<file path="config.mk">
export PLATFORM = sky130hd
export DESIGN_NAME = pc_sequencer_flat
export DESIGN_NICKNAME = d
export VERILOG_FILES = /design/src/rtl/pc_sequencer_pkg.sv /design/src/rtl/pc_sequencer_if.sv /design/src/rtl/pc_sequencer_target_lut.sv /design/src/rtl/pc_sequencer.sv /design/src/flat_wrapper.sv
export SDC_FILE = /design/constraint.sdc
export NUM_CORES = 1
export LEC_CHECK = 0
export CORE_AREA = 2 2 181 183
export DETAILED_ROUTE_END_ITERATION = 12
export DIE_AREA = 0 0 183 185
export PLACE_DENSITY_LB_ADDON = 0.08
export SKIP_CTS_REPAIR_TIMING = 1
export SLEW_MARGIN = 15
export SYNTH_ARGS = -nofsm -noshare
export SYNTH_HDL_FRONTEND = slang
export SYNTH_SLANG_ARGS = --single-unit
</file>
<file path="constraint.sdc">
create_clock -name Clk -period 5.9 [get_ports Clk]
set_input_delay 1.77 -clock Clk [delete_from_list [all_inputs] [get_ports Clk]]
set_output_delay 1.77 -clock Clk [all_outputs]
set_load 0.01 [all_outputs]
</file>
<file path="src/rtl/pc_sequencer_pkg.sv">
// Shared widths and FSM encoding for the fetch-stage program-counter sequencer.
package pc_seq_pkg;

   localparam int PC_W      = 10;
   localparam int LUT_AW    = 4;
   localparam int CW        = 16;
   localparam int LUT_DEPTH = 2 ** LUT_AW;

   typedef enum logic [1:0] {
      IDLE = 2'd0,
      RUN  = 2'd1,
      DONE = 2'd2
   } state_t;

endpackage

</file>
<file path="src/rtl/pc_sequencer_if.sv">
// Decoder/config/fetch-side signal bundle of the PC sequencer.
interface pc_sequencer_if;
   import pc_seq_pkg::*;

   logic              start;
   logic              stall;
   logic              halt_req;
   logic              branch_en;
   logic              branch_abs;
   logic [LUT_AW-1:0] lut_idx;
   logic              cfg_we;
   logic [LUT_AW-1:0] cfg_addr;
   logic [PC_W-1:0]   cfg_data;
   logic [PC_W-1:0]   prog_ctr;
   logic              fetch_valid;
   logic              done;
   logic              cfg_err;
   logic [CW-1:0]     instr_cnt;

   modport master (
      output start, stall, halt_req, branch_en, branch_abs, lut_idx,
             cfg_we, cfg_addr, cfg_data,
      input  prog_ctr, fetch_valid, done, cfg_err, instr_cnt
   );

   modport slave (
      input  start, stall, halt_req, branch_en, branch_abs, lut_idx,
             cfg_we, cfg_addr, cfg_data,
      output prog_ctr, fetch_valid, done, cfg_err, instr_cnt
   );

endinterface

</file>
<file path="src/rtl/pc_sequencer_target_lut.sv">
// Branch-target register file: synchronous write and clear, combinational read.
module target_lut #(
   parameter int AW = 4,
   parameter int DW = 10
) (
   input  logic          Clk,
   input  logic          Reset,
   input  logic          we,
   input  logic [AW-1:0] waddr,
   input  logic [DW-1:0] wdata,
   input  logic [AW-1:0] raddr,
   output logic [DW-1:0] rdata
);

   logic [DW-1:0] mem [2**AW];

   always_ff @(posedge Clk) begin
      if (Reset) begin
         for (int i = 0; i < 2**AW; i++) begin
            mem[i] <= '0;
         end
      end else if (we) begin
         mem[waddr] <= wdata;
      end
   end

   assign rdata = mem[raddr];

endmodule

</file>
<file path="src/rtl/pc_sequencer.sv">
// Fetch-stage PC controller: IDLE/RUN/DONE sequencing, table-resolved branches,
// saturating retired-instruction counter.
module pc_sequencer
   import pc_seq_pkg::*;
(
   input  logic           Clk,
   input  logic           Reset,
   pc_sequencer_if.slave  bus
);

   localparam logic [1:0] S_IDLE = IDLE;
   localparam logic [1:0] S_RUN  = RUN;
   localparam logic [1:0] S_DONE = DONE;

   logic [1:0]      state;
   logic [PC_W-1:0] pc;
   logic [CW-1:0]   cnt;
   logic            cfg_err_r;
   logic [PC_W-1:0] target;
   logic [PC_W-1:0] next_pc;
   logic            cfg_write;

   // The table is frozen while running so a branch never races a reload.
   assign cfg_write = bus.cfg_we && (state != S_RUN);

   target_lut #(
      .AW (LUT_AW),
      .DW (PC_W)
   ) u_lut (
      .Clk   (Clk),
      .Reset (Reset),
      .we    (cfg_write),
      .waddr (bus.cfg_addr),
      .wdata (bus.cfg_data),
      .raddr (bus.lut_idx),
      .rdata (target)
   );

   // Relative targets are two's complement; dropping the carry gives the wrap.
   always_comb begin
      next_pc = pc + PC_W'(1);
      if (bus.branch_en) begin
         next_pc = bus.branch_abs ? target : (pc + target);
      end
   end

   always_ff @(posedge Clk) begin
      if (Reset) begin
         state     <= S_IDLE;
         pc        <= '0;
         cnt       <= '0;
         cfg_err_r <= 1'b0;
      end else begin
         cfg_err_r <= bus.cfg_we && (state == S_RUN);
         case (state)
            S_IDLE, S_DONE: begin
               if (bus.start) begin
                  state <= S_RUN;
                  pc    <= '0;
                  cnt   <= '0;
               end
            end
            S_RUN: begin
               if (!bus.stall) begin
                  if (bus.halt_req) begin
                     state <= S_DONE;
                  end else begin
                     pc <= next_pc;
                     if (cnt != {CW{1'b1}}) begin
                        cnt <= cnt + CW'(1);
                     end
                  end
               end
            end
            default: state <= S_IDLE;
         endcase
      end
   end

   assign bus.prog_ctr    = pc;
   assign bus.instr_cnt   = cnt;
   assign bus.done        = (state == S_DONE);
   assign bus.cfg_err     = cfg_err_r;
   assign bus.fetch_valid = (state == S_RUN) && !bus.stall;

endmodule

</file>
<file path="src/flat_wrapper.sv">
// flat-port wrapper written by rule: the top's interface ports become plain ports
module pc_sequencer_flat import pc_seq_pkg::*;
  (Clk, Reset, bus_start, bus_stall, bus_halt_req, bus_branch_en, bus_branch_abs, bus_lut_idx, bus_cfg_we, bus_cfg_addr, bus_cfg_data, bus_prog_ctr, bus_fetch_valid, bus_done, bus_cfg_err, bus_instr_cnt);
  pc_sequencer_if bus_i ();
  input  logic Clk;
  input  logic Reset;
  input wire logic [$bits(bus_i.start)-1:0] bus_start;
  input wire logic [$bits(bus_i.stall)-1:0] bus_stall;
  input wire logic [$bits(bus_i.halt_req)-1:0] bus_halt_req;
  input wire logic [$bits(bus_i.branch_en)-1:0] bus_branch_en;
  input wire logic [$bits(bus_i.branch_abs)-1:0] bus_branch_abs;
  input wire logic [$bits(bus_i.lut_idx)-1:0] bus_lut_idx;
  input wire logic [$bits(bus_i.cfg_we)-1:0] bus_cfg_we;
  input wire logic [$bits(bus_i.cfg_addr)-1:0] bus_cfg_addr;
  input wire logic [$bits(bus_i.cfg_data)-1:0] bus_cfg_data;
  output wire logic [$bits(bus_i.prog_ctr)-1:0] bus_prog_ctr;
  output wire logic [$bits(bus_i.fetch_valid)-1:0] bus_fetch_valid;
  output wire logic [$bits(bus_i.done)-1:0] bus_done;
  output wire logic [$bits(bus_i.cfg_err)-1:0] bus_cfg_err;
  output wire logic [$bits(bus_i.instr_cnt)-1:0] bus_instr_cnt;
  assign bus_i.start = bus_start;
  assign bus_i.stall = bus_stall;
  assign bus_i.halt_req = bus_halt_req;
  assign bus_i.branch_en = bus_branch_en;
  assign bus_i.branch_abs = bus_branch_abs;
  assign bus_i.lut_idx = bus_lut_idx;
  assign bus_i.cfg_we = bus_cfg_we;
  assign bus_i.cfg_addr = bus_cfg_addr;
  assign bus_i.cfg_data = bus_cfg_data;
  assign bus_prog_ctr = bus_i.prog_ctr;
  assign bus_fetch_valid = bus_i.fetch_valid;
  assign bus_done = bus_i.done;
  assign bus_cfg_err = bus_i.cfg_err;
  assign bus_instr_cnt = bus_i.instr_cnt;
  pc_sequencer u_core (.Clk(Clk), .Reset(Reset), .bus(bus_i));
endmodule
</file>
==> flow_summary.json, run 1 <==
{
  "synthArstFlopShare_pct": 0,
  "skew_ps": 15.4,
  "cp-end-kind": "output pin",
  "core_mm2": 0.0320,
  "cts_root_buf": "clkbuf_16",
  "cts_buffers": 17,
  "synth_edf_count": 160,
  "required_ps": 4130,
  "diodes": 0,
  "finalSetupViolCount": 0,
  "drive_above_1_share_pct": 14.0,
  "clk_latency_ps": 440,
  "cts_tree": "done",
  "die_w_um": 183,
  "pwr-share-clk_pct": 39.8,
  "hp-class": "reg -> reg",
  "fin_ws_ps": 1170,
  "nFillCells": 3159,
  "vdd_drop_max_v": 0.000221,
  "finalMaxSlewViolations": 0,
  "syn_to_final_growth_pct": 17.7,
  "dr_total_vias": 6154,
  "cp_common_cell": "clkdlybuf4s50_1",
  "max_stage_delay_ps": 560,
  "final_cell_mix": "and2_1 (162), edfxtp_1 (160), clkdlybuf4s50_1 (52)",
  "p_leak_nw": 3.94,
  "start_util_pct": 29.4,
  "syn_avg_cell_area_um2": 12.6,
  "switching_share_pct": 24.4,
  "crit_path_max_fanout": 4,
  "fin_tns_setup_ps": 0,
  "synth_area_mm2": 0.00942,
  "grt-ovfl-total": 0,
  "drtPass1Iterations": 5,
  "maxCapViolations": 0,
  "pre_cts_ws_ps": 737,
  "io_buffers": 54,
  "top_usage_layer": "met2",
  "synthFlopType": "edfxtp_1",
  "rsz0062_at_grt": "no",
  "dieArea_mm2": 0.0339,
  "clkTransAtPathRegs_ps": 70,
  "min_period_ps": 4730,
  "nets": 841,
  "ant_nets": 0,
  "grt_use_met1_pct": 21.4,
  "slew_headroom_pct": 50.8,
  "p_int_mw": 2.29,
  "r2r_setup_slack_ps": 2640,
  "fin_crit_sh_pct": 80.2,
  "synth_cell_types": 58,
  "h-tree-depth": 4,
  "grt_use_met2_pct": 27.8,
  "gp_congestion": 0.817,
  "crit_slowest_cell": "clkdlybuf4s50_1",
  "clkSinkCount": 189,
  "syn-num-nets": 787,
  "cp_cell_sequence": "clkdlybuf4s50_1, nor2_1, clkdlybuf4s50_1",
  "antenna_found_initial": 0,
  "grtUsageMet3_pct": 3.11,
  "cp-start-kind": "primary input",
  "grt_pass1_vias": 6204,
  "clk_path_buf_depth": 2,
  "crit_type": "in -> out",
  "row_count": 66,
  "outcome": "completed",
  "worst_pin_slew_ps": 736,
  "ios": 55,
  "crit_arrival_ps": 2960,
  "path_buf_inv": 2,
  "ys_ff_latch": 189,
  "synthCells": 749,
  "max_freq_mhz": 211,
  "p_seq_share_pct": 50.4,
  "grt_pass1_wl_um": 40300,
  "drt_iter0_drc": 498,
  "pwr-share-comb_pct": 9.8,
  "final_hold_viol_count": 0,
  "grt_max_degree": 30,
  "yosysWarnings": 0,
  "post-route-drc-count": 0,
  "dieHeight_um": 185,
  "drt-total-wl_um": 27000,
  "wl_per_cell_um": 22.1,
  "powerDensity_mw_per_mm2": 273,
  "p_switching_mw": 0.736,
  "mostFrequentLayoutCell": "and2_1",
  "avgViaCountPerCell": 5.03,
  "grt_usage_pct": 16.5,
  "seq_area_frac_synth_pct": 57.2,
  "crit_family": "buffers and inverters",
  "hpwl_um": 18900
}
==> registers in the layout (all words and copies together) (netlist names) <==
signal                flops
u_core.bus.prog_ctr      10
u_core.u_lut.mem        160
u_core.bus.cfg_err        1
u_core.state              2
u_core.bus.instr_cnt     16
==> power groups by stage <==
stage / Clock (mW) / Sequential [mW] / Combinational, mW
2_1_floorplan: 0 / 1.54 / 0.176
3_3_place_gp: 0 / 1.55 / 0.298
3_5_place_dp: 0 / 1.56 / 0.299
4_1_cts: 1.23 / 1.53 / 0.300
5_1_grt: 1.28 / 1.53 / 0.320
6_report: 1.20 / 1.52 / 0.296
==> cell families (layout without fill, tap and decap cells) <==
logic type | count (synthesis) | in the layout | share of synthesized area [%]
AO/OA/AOI/OAI | 90 | 90 | 6.35
XOR/XNOR | 13 | 13 | 1.21
buffers and inverters | 62 | 129 | 2.68
AND/OR/NAND/NOR | 321 | 321 | 19.4
multiplexers | 62 | 62 | 11.5
adder cells (fa/ha/maj) | 12 | 12 | 1.67
flip-flops | 189 | 189 | 57.2
==> stage by stage <==
stage	utilization [%]	cells	hold WS [ps]	cell area, um^2	total power, mW
after floorplan	-	749	510	9420	1.72
after global placement	32.7	1192	482	10500	1.85
after detailed placement	32.7	1192	512	10500	1.85
after CTS	34.6	1224	522	11100	3.06
after global routing	34.6	1224	539	11100	3.13
final	34.6	1224	519	11100	3.02
==> metal layers <==
metal	wire, um	vias up	part of all wire (%)
met5	0	-	0
met4	654	0	2.4
met3	1170	33	4.3
met2	12900	158	48
met1	12300	3108	45
li1	-	2855	-
==> cell usage after synthesis, drive strengths merged, types with 11 or more instances <==
cell type,number,share of area [%]
clkbuf,38,1.5
dfxtp,29,6.2
ha,11,1.5
nor2b,11,0.73
inv,15,0.60
or2,16,1.1
nor2,42,1.7
and2,163,11
nor3,15,0.80
edfxtp,160,51
a21oi,19,1.0
nand2,26,1.0
mux4,37,8.8
or3,11,0.73
o21ai,24,1.3
mux2i,24,2.6
==> worst paths after layout <==
path / start / end / cells past startpoint
hold reg to reg: u_core.bus.instr_cnt[14]$_SDFFE_PP0P_ / u_core.bus.instr_cnt[14]$_SDFFE_PP0P_ / 2
setup / recovery: bus_stall / bus_fetch_valid / 3
setup reg to reg: u_core.u_lut.mem[2][2]$_SDFFCE_PN0P_ / u_core.bus.prog_ctr[8]$_SDFFE_PP0P_ / 11
hold / removal: u_core.bus.instr_cnt[14]$_SDFFE_PP0P_ / u_core.bus.instr_cnt[14]$_SDFFE_PP0P_ / 2
==> worst min-delay path: cells and delay by family (launching register included) <==
kind            cells  cell delay, ps
flops               1             340
compound gates      2             140
==> layout make-up <==
| type | instances | area, um^2 | area share (%) |
|---|---|---|---|
| clock buffers | 18 | 429 | 3.87 |
| well taps | 408 | 510 | 4.61 |
| repair buffers | 82 | 753 | 6.80 |
| flip-flops and latches | 189 | 5390 | 48.6 |
| inverters | 15 | 56.3 | 0.508 |
| clock inverters | 14 | 166 | 1.50 |
| multi-input cells | 498 | 3780 | 34.1 |
(Power assumes the default switching activity.)
==> run 2, diff against run 1 <==
==> constraint.sdc (replaced) <==
create_clock -name Clk -period 4.8 [get_ports Clk]
set_input_delay 1.44 -clock Clk [delete_from_list [all_inputs] [get_ports Clk]]
set_output_delay 1.44 -clock Clk [all_outputs]
set_load 0.01 [all_outputs]
==> flow_summary.json, run 2 (synthesis gave the netlist of run 1 again) <==
{
  "outcome": "completed",
  "grt_pass1_vias": 6455,
  "clkTransAtPathRegs_ps": 70,
  "grt_pass1_wl_um": 41000,
  "required_ps": 5120,
  "cp-end-kind": "register",
  "seqCellArea_mm2": 0.00539,
  "max_stage_delay_ps": 530,
  "final_cell_mix": "and2_1 (162), edfxtp_1 (160), clkdlybuf4s50_1 (52)",
  "dp.cells": 1200,
  "path_buf_inv": 3,
  "post-route-drc-count": 0,
  "wl_per_cell_um": 22.1,
  "clk_path_buf_depth": 2,
  "nFillCells": 3153,
  "skew_ps": 20.1,
  "dr_total_vias": 6119,
  "finalSetupViolCount": 0,
  "hpwl_um": 19100,
  "drt_iter0_drc": 458,
  "crit_type": "in -> reg",
  "io_buffers": 54,
  "vdd_drop_max_v": 0.000244,
  "grt_usage_pct": 16.7,
  "final_cell_count_no_fill": 1231,
  "min_period_ps": 4490,
  "drtPass1Iterations": 5,
  "slew_headroom_pct": 47.5,
  "dieHeight_um": 185,
  "clk_latency_ps": 450,
  "largest_register_ffs": 160,
  "clkSinkCount": 189,
  "crit_slowest_cell": "mux4_2",
  "mostFrequentLayoutCell": "and2_1",
  "syn_to_final_growth_pct": 19.0,
  "core_mm2": 0.0320,
  "hp-class": "reg -> reg",
  "grt-ovfl-total": 0,
  "powerDensity_mw_per_mm2": 337,
  "dieArea_mm2": 0.0339,
  "die_w_um": 183,
  "start_util_pct": 29.4,
  "grt_max_degree": 29,
  "fin_crit_sh_pct": 93.5,
  "crit_family": "compound AO/OA/AOI/OAI gates",
  "row_count": 66,
  "cts_tree": "done",
  "drive_above_1_share_pct": 14.9,
  "h-tree-depth": 4,
  "avgViaCountPerCell": 4.97,
  "gp_congestion": 0.825,
  "final_hold_viol_count": 0,
  "ios": 55,
  "rsz0062_at_grt": "no",
  "cp_common_cell": "mux2i_1",
  "fin_ws_ps": 311,
  "antenna_found_initial": 1,
  "cts_root_buf": "clkbuf_16",
  "cp-start-kind": "primary input",
  "nets": 849,
  "maxCapViolations": 0,
  "regMostFlops": "u_core.u_lut.mem",
  "p_leak_nw": 4.02,
  "worst_pin_slew_ps": 785,
  "drt-total-wl_um": 27200,
  "crit_path_max_fanout": 13,
  "max_freq_mhz": 223,
  "crit_arrival_ps": 4810,
  "finalMaxSlewViolations": 0,
  "pre_cts_ws_ps": -68.9,
  "cp_cell_sequence": "buf_2, buf_12, mux4_2, mux2i_1, mux2i_1, ha_1, inv_1, fa_1, nor2b_1, o31a_1, o21ai_0, a2111o_1, o221ai_1, a221oi_1",
  "diodes": 0,
  "cts_buffers": 17,
  "ant_nets": 0,
  "multiInputGateArea_mm2": 0.00378
}
[run 2: cell types whose count changed in the layout (fill, tap and decap cells not counted)]
cell,before,now
bufinv_16,3,4
clkinvlp_4,4,1
inv_8,0,1
clkinv_1,3,1
inv_6,3,2
buf_12,1,5
buf_4,27,31
clkinv_2,0,2
clkinv_4,1,2
[run 2: final timing paths]
kind,start,endpoint,slack [ps],depth (start not counted)
max,bus_lut_idx[0],u_core.bus.prog_ctr[8]$_SDFFE_PP0P_,310,14
min,u_core.bus.instr_cnt[14]$_SDFFE_PP0P_,u_core.bus.instr_cnt[14]$_SDFFE_PP0P_,520,2
max reg2reg,u_core.u_lut.mem[3][2]$_SDFFCE_PN0P_,u_core.bus.prog_ctr[8]$_SDFFE_PP0P_,1390,11
min reg2reg,u_core.bus.instr_cnt[14]$_SDFFE_PP0P_,u_core.bus.instr_cnt[14]$_SDFFE_PP0P_,520,2
[run 2: where the power goes]
part	internal, mW	switching (mW)	leakage [nW]
sequential	1.84	0.0302	1.86
clock	0.875	0.652	0.300
combinational	0.157	0.222	1.86
total	2.87	0.904	4.02
[run 2: layout make-up]
| class | count | share of cell area (%) |
|---|---|---|
| multi-input combinational | 498 | 33.7 |
| clock inverter | 13 | 1.67 |
| clock buffer | 18 | 3.83 |
| tap | 408 | 4.55 |
| timing repair buffer | 90 | 7.70 |
| inverter | 15 | 0.502 |
| sequential | 189 | 48.0 |
[run 2: tightest hold or removal path: stages, from the launching register on]
cell and delay (ps):
dfxtp_1 330, o21ai_0 80, a21oi_1 60
[run 2: metal layers]
layer  global-route usage [%]  share of wire [%]  up-vias
met2                     29.3                 50      138
met3                     2.54                4.7       12
li1                         -                  -     2873
met1                     21.4                 44     3096
met5                        0                  0        -
met4                     4.83                1.3        0
[run 2: metrics by stage]
stage	hold slack (ps)	power (mW)	area, um^2	util, %	setup TNS [ps]
2_1_floorplan	510	2.11	9420	-	0
3_3_place_gp	483	2.29	10600	33.1	0
3_5_place_dp	518	2.29	10600	33.1	-68.9
4_1_cts	528	3.83	11200	35.0	0
5_1_grt	563	3.91	11200	35.0	0
6_report	515	3.78	11200	35.0	0
==> run 3, diff against run 2 <==
==> constraint.sdc (replaced) <==
create_clock -name Clk -period 4.8 [get_ports Clk]
set_input_delay 0.48 -clock Clk [delete_from_list [all_inputs] [get_ports Clk]]
set_output_delay 0.48 -clock Clk [all_outputs]
set_load 0.01 [all_outputs]
==> flow_summary.json, run 3 (synthesis gave the netlist of run 1 again) <==
{
  "crit_arrival_ps": 4000,
  "cp-start-kind": "primary input",
  "cts_root_buf": "clkbuf_16",
  "ff2ff_path_depth": 11,
  "reg2reg_from": "u_core.u_lut.mem[3][2]$_SDFFCE_PN0P_",
  "drive_above_1_share_pct": 13.7,
  "outcome": "completed",
  "drt-total-wl_um": 27300,
  "drtPass1Iterations": 5,
  "power_mw": 3.68,
  "start_util_pct": 29.4,
  "vdd_drop_max_v": 0.000235,
  "grt_usage_pct": 16.6,
  "final_hold_viol_count": 0,
  "maxCapViolations": 0,
  "clkTransAtPathRegs_ps": 70,
  "hpwl_um": 18600,
  "cts_tree": "done",
  "nets": 834,
  "clk_latency_ps": 440,
  "seqCellArea_mm2": 0.00539,
  "io_buffers": 54,
  "grt_pass1_vias": 6221,
  "cp_cell_sequence": "clkdlybuf4s50_1, buf_12, mux4_2, mux2i_1, mux2i_1, ha_1, inv_1, fa_1, nor2b_1, o31a_1, o21ai_0, a2111o_1, o221ai_1, a221oi_1",
  "required_ps": 5110,
  "regMostFlops": "u_core.u_lut.mem",
  "core_mm2": 0.0320,
  "powerDensity_mw_per_mm2": 333,
  "final_cell_mix": "and2_1 (162), edfxtp_1 (160), clkdlybuf4s50_1 (52)",
  "fin_crit_sh_pct": 76.9,
  "clk_path_buf_depth": 2,
  "r2r_setup_slack_ps": 1410,
  "min_from": "u_core.bus.instr_cnt[14]$_SDFFE_PP0P_",
  "crit_path_max_fanout": 16,
  "cts_buffers": 17,
  "syn_to_final_growth_pct": 17.3,
  "min_period_ps": 3690,
  "multiInputGateArea_mm2": 0.00378,
  "avgViaCountPerCell": 5.04,
  "grt-ovfl-total": 0,
  "finalSetupViolCount": 0,
  "largest_register_ffs": 160,
  "min_path_cells": 2,
  "crit_type": "in -> reg",
  "p_leak_nw": 3.92,
  "dieArea_mm2": 0.0339,
  "worst_pin_slew_ps": 1060,
  "skew_ps": 12.6,
  "hp-class": "reg -> reg",
  "max_stage_delay_ps": 860,
  "min_to": "u_core.bus.instr_cnt[14]$_SDFFE_PP0P_",
  "crit_slowest_cell": "clkdlybuf4s50_1",
  "drt_iter0_drc": 460,
  "h-tree-depth": 4,
  "finalMaxSlewViolations": 0,
  "fin_tns_setup_ps": 0,
  "clkSinkCount": 189,
  "grt_pass1_wl_um": 40400,
  "cp-end-kind": "register",
  "r2r-end": "u_core.bus.prog_ctr[8]$_SDFFE_PP0P_",
  "gp_congestion": 0.804,
  "post-route-drc-count": 0,
  "ios": 55,
  "path_buf_inv": 3,
  "mostFrequentLayoutCell": "and2_1",
  "grt_max_degree": 30,
  "slew_headroom_pct": 28.4,
  "row_count": 66,
  "max_freq_mhz": 271,
  "cp-startpoint": "bus_lut_idx[2]",
  "crit_family": "buffers and inverters",
  "wl_per_cell_um": 22.4,
  "dr_total_vias": 6141,
  "dieHeight_um": 185,
  "nFillCells": 3144,
  "antenna_found_initial": 1,
  "die_w_um": 183,
  "cp_common_cell": "mux2i_1",
  "ant_nets": 0,
  "rsz0062_at_grt": "no"
}
## run 3: metal layers
layer / wire (um) / GRT usage [%]
met3: 1090 / 3.09
met1: 12200 / 21.3
met4: 514 / 5.31
met5: 0 / 0
met2: 13500 / 28.4
## run 3: stage by stage
stage          utilization [%]  hold WS, ps  worst slack, ps  instance area, um^2  cells
2_1_floorplan                -          510             1380                 9420    749
3_3_place_gp              32.6          482              812                10500   1185
3_5_place_dp              32.6          528              665                10500   1185
4_1_cts                   34.5          539             1140                11000   1217
5_1_grt                   34.5          556              885                11000   1217
6_report                  34.5          532             1110                11000   1219
## run 3: worst max-delay path by stage
stage                                                endpoint  slack [ps]  depth (start not counted)
final                     u_core.bus.prog_ctr[8]$_SDFFE_PP0P_        1110                         14
after global routing      u_core.bus.prog_ctr[8]$_SDFFE_PP0P_         890                         14
after CTS                 u_core.bus.prog_ctr[8]$_SDFFE_PP0P_        1140                         14
after detailed placement  u_core.bus.prog_ctr[8]$_SDFFE_PP0P_         660                         14
after global placement    u_core.bus.prog_ctr[8]$_SDFFE_PP0P_         810                         14
after floorplan           u_core.bus.prog_ctr[9]$_SDFFE_PP0P_        1380                         11
## run 3: final cells by class
cell class,instances,area share [%]
Tap cell,408,4.62
Sequential cell,189,48.7
Inverter,15,0.510
Clock buffer,17,3.85
Antenna cell,2,0.0453
Clock inverter,15,1.43
Timing Repair Buffer,75,6.57
Multi-Input combinational cell,498,34.2
## run 3: power breakdown
| group | internal, mW | switching [mW] | leakage (nW) |
|---|---|---|---|
| logic | 0.147 | 0.219 | 1.78 |
| registers | 1.84 | 0.0304 | 1.86 |
| clock network | 0.736 | 0.707 | 0.283 |
| total | 2.72 | 0.956 | 3.92 |
## run 3: worst min-delay path, cell delays in order, from the launching register on
cell and delay (ps):
dfxtp_1 340, o21ai_0 90, a21oi_1 60
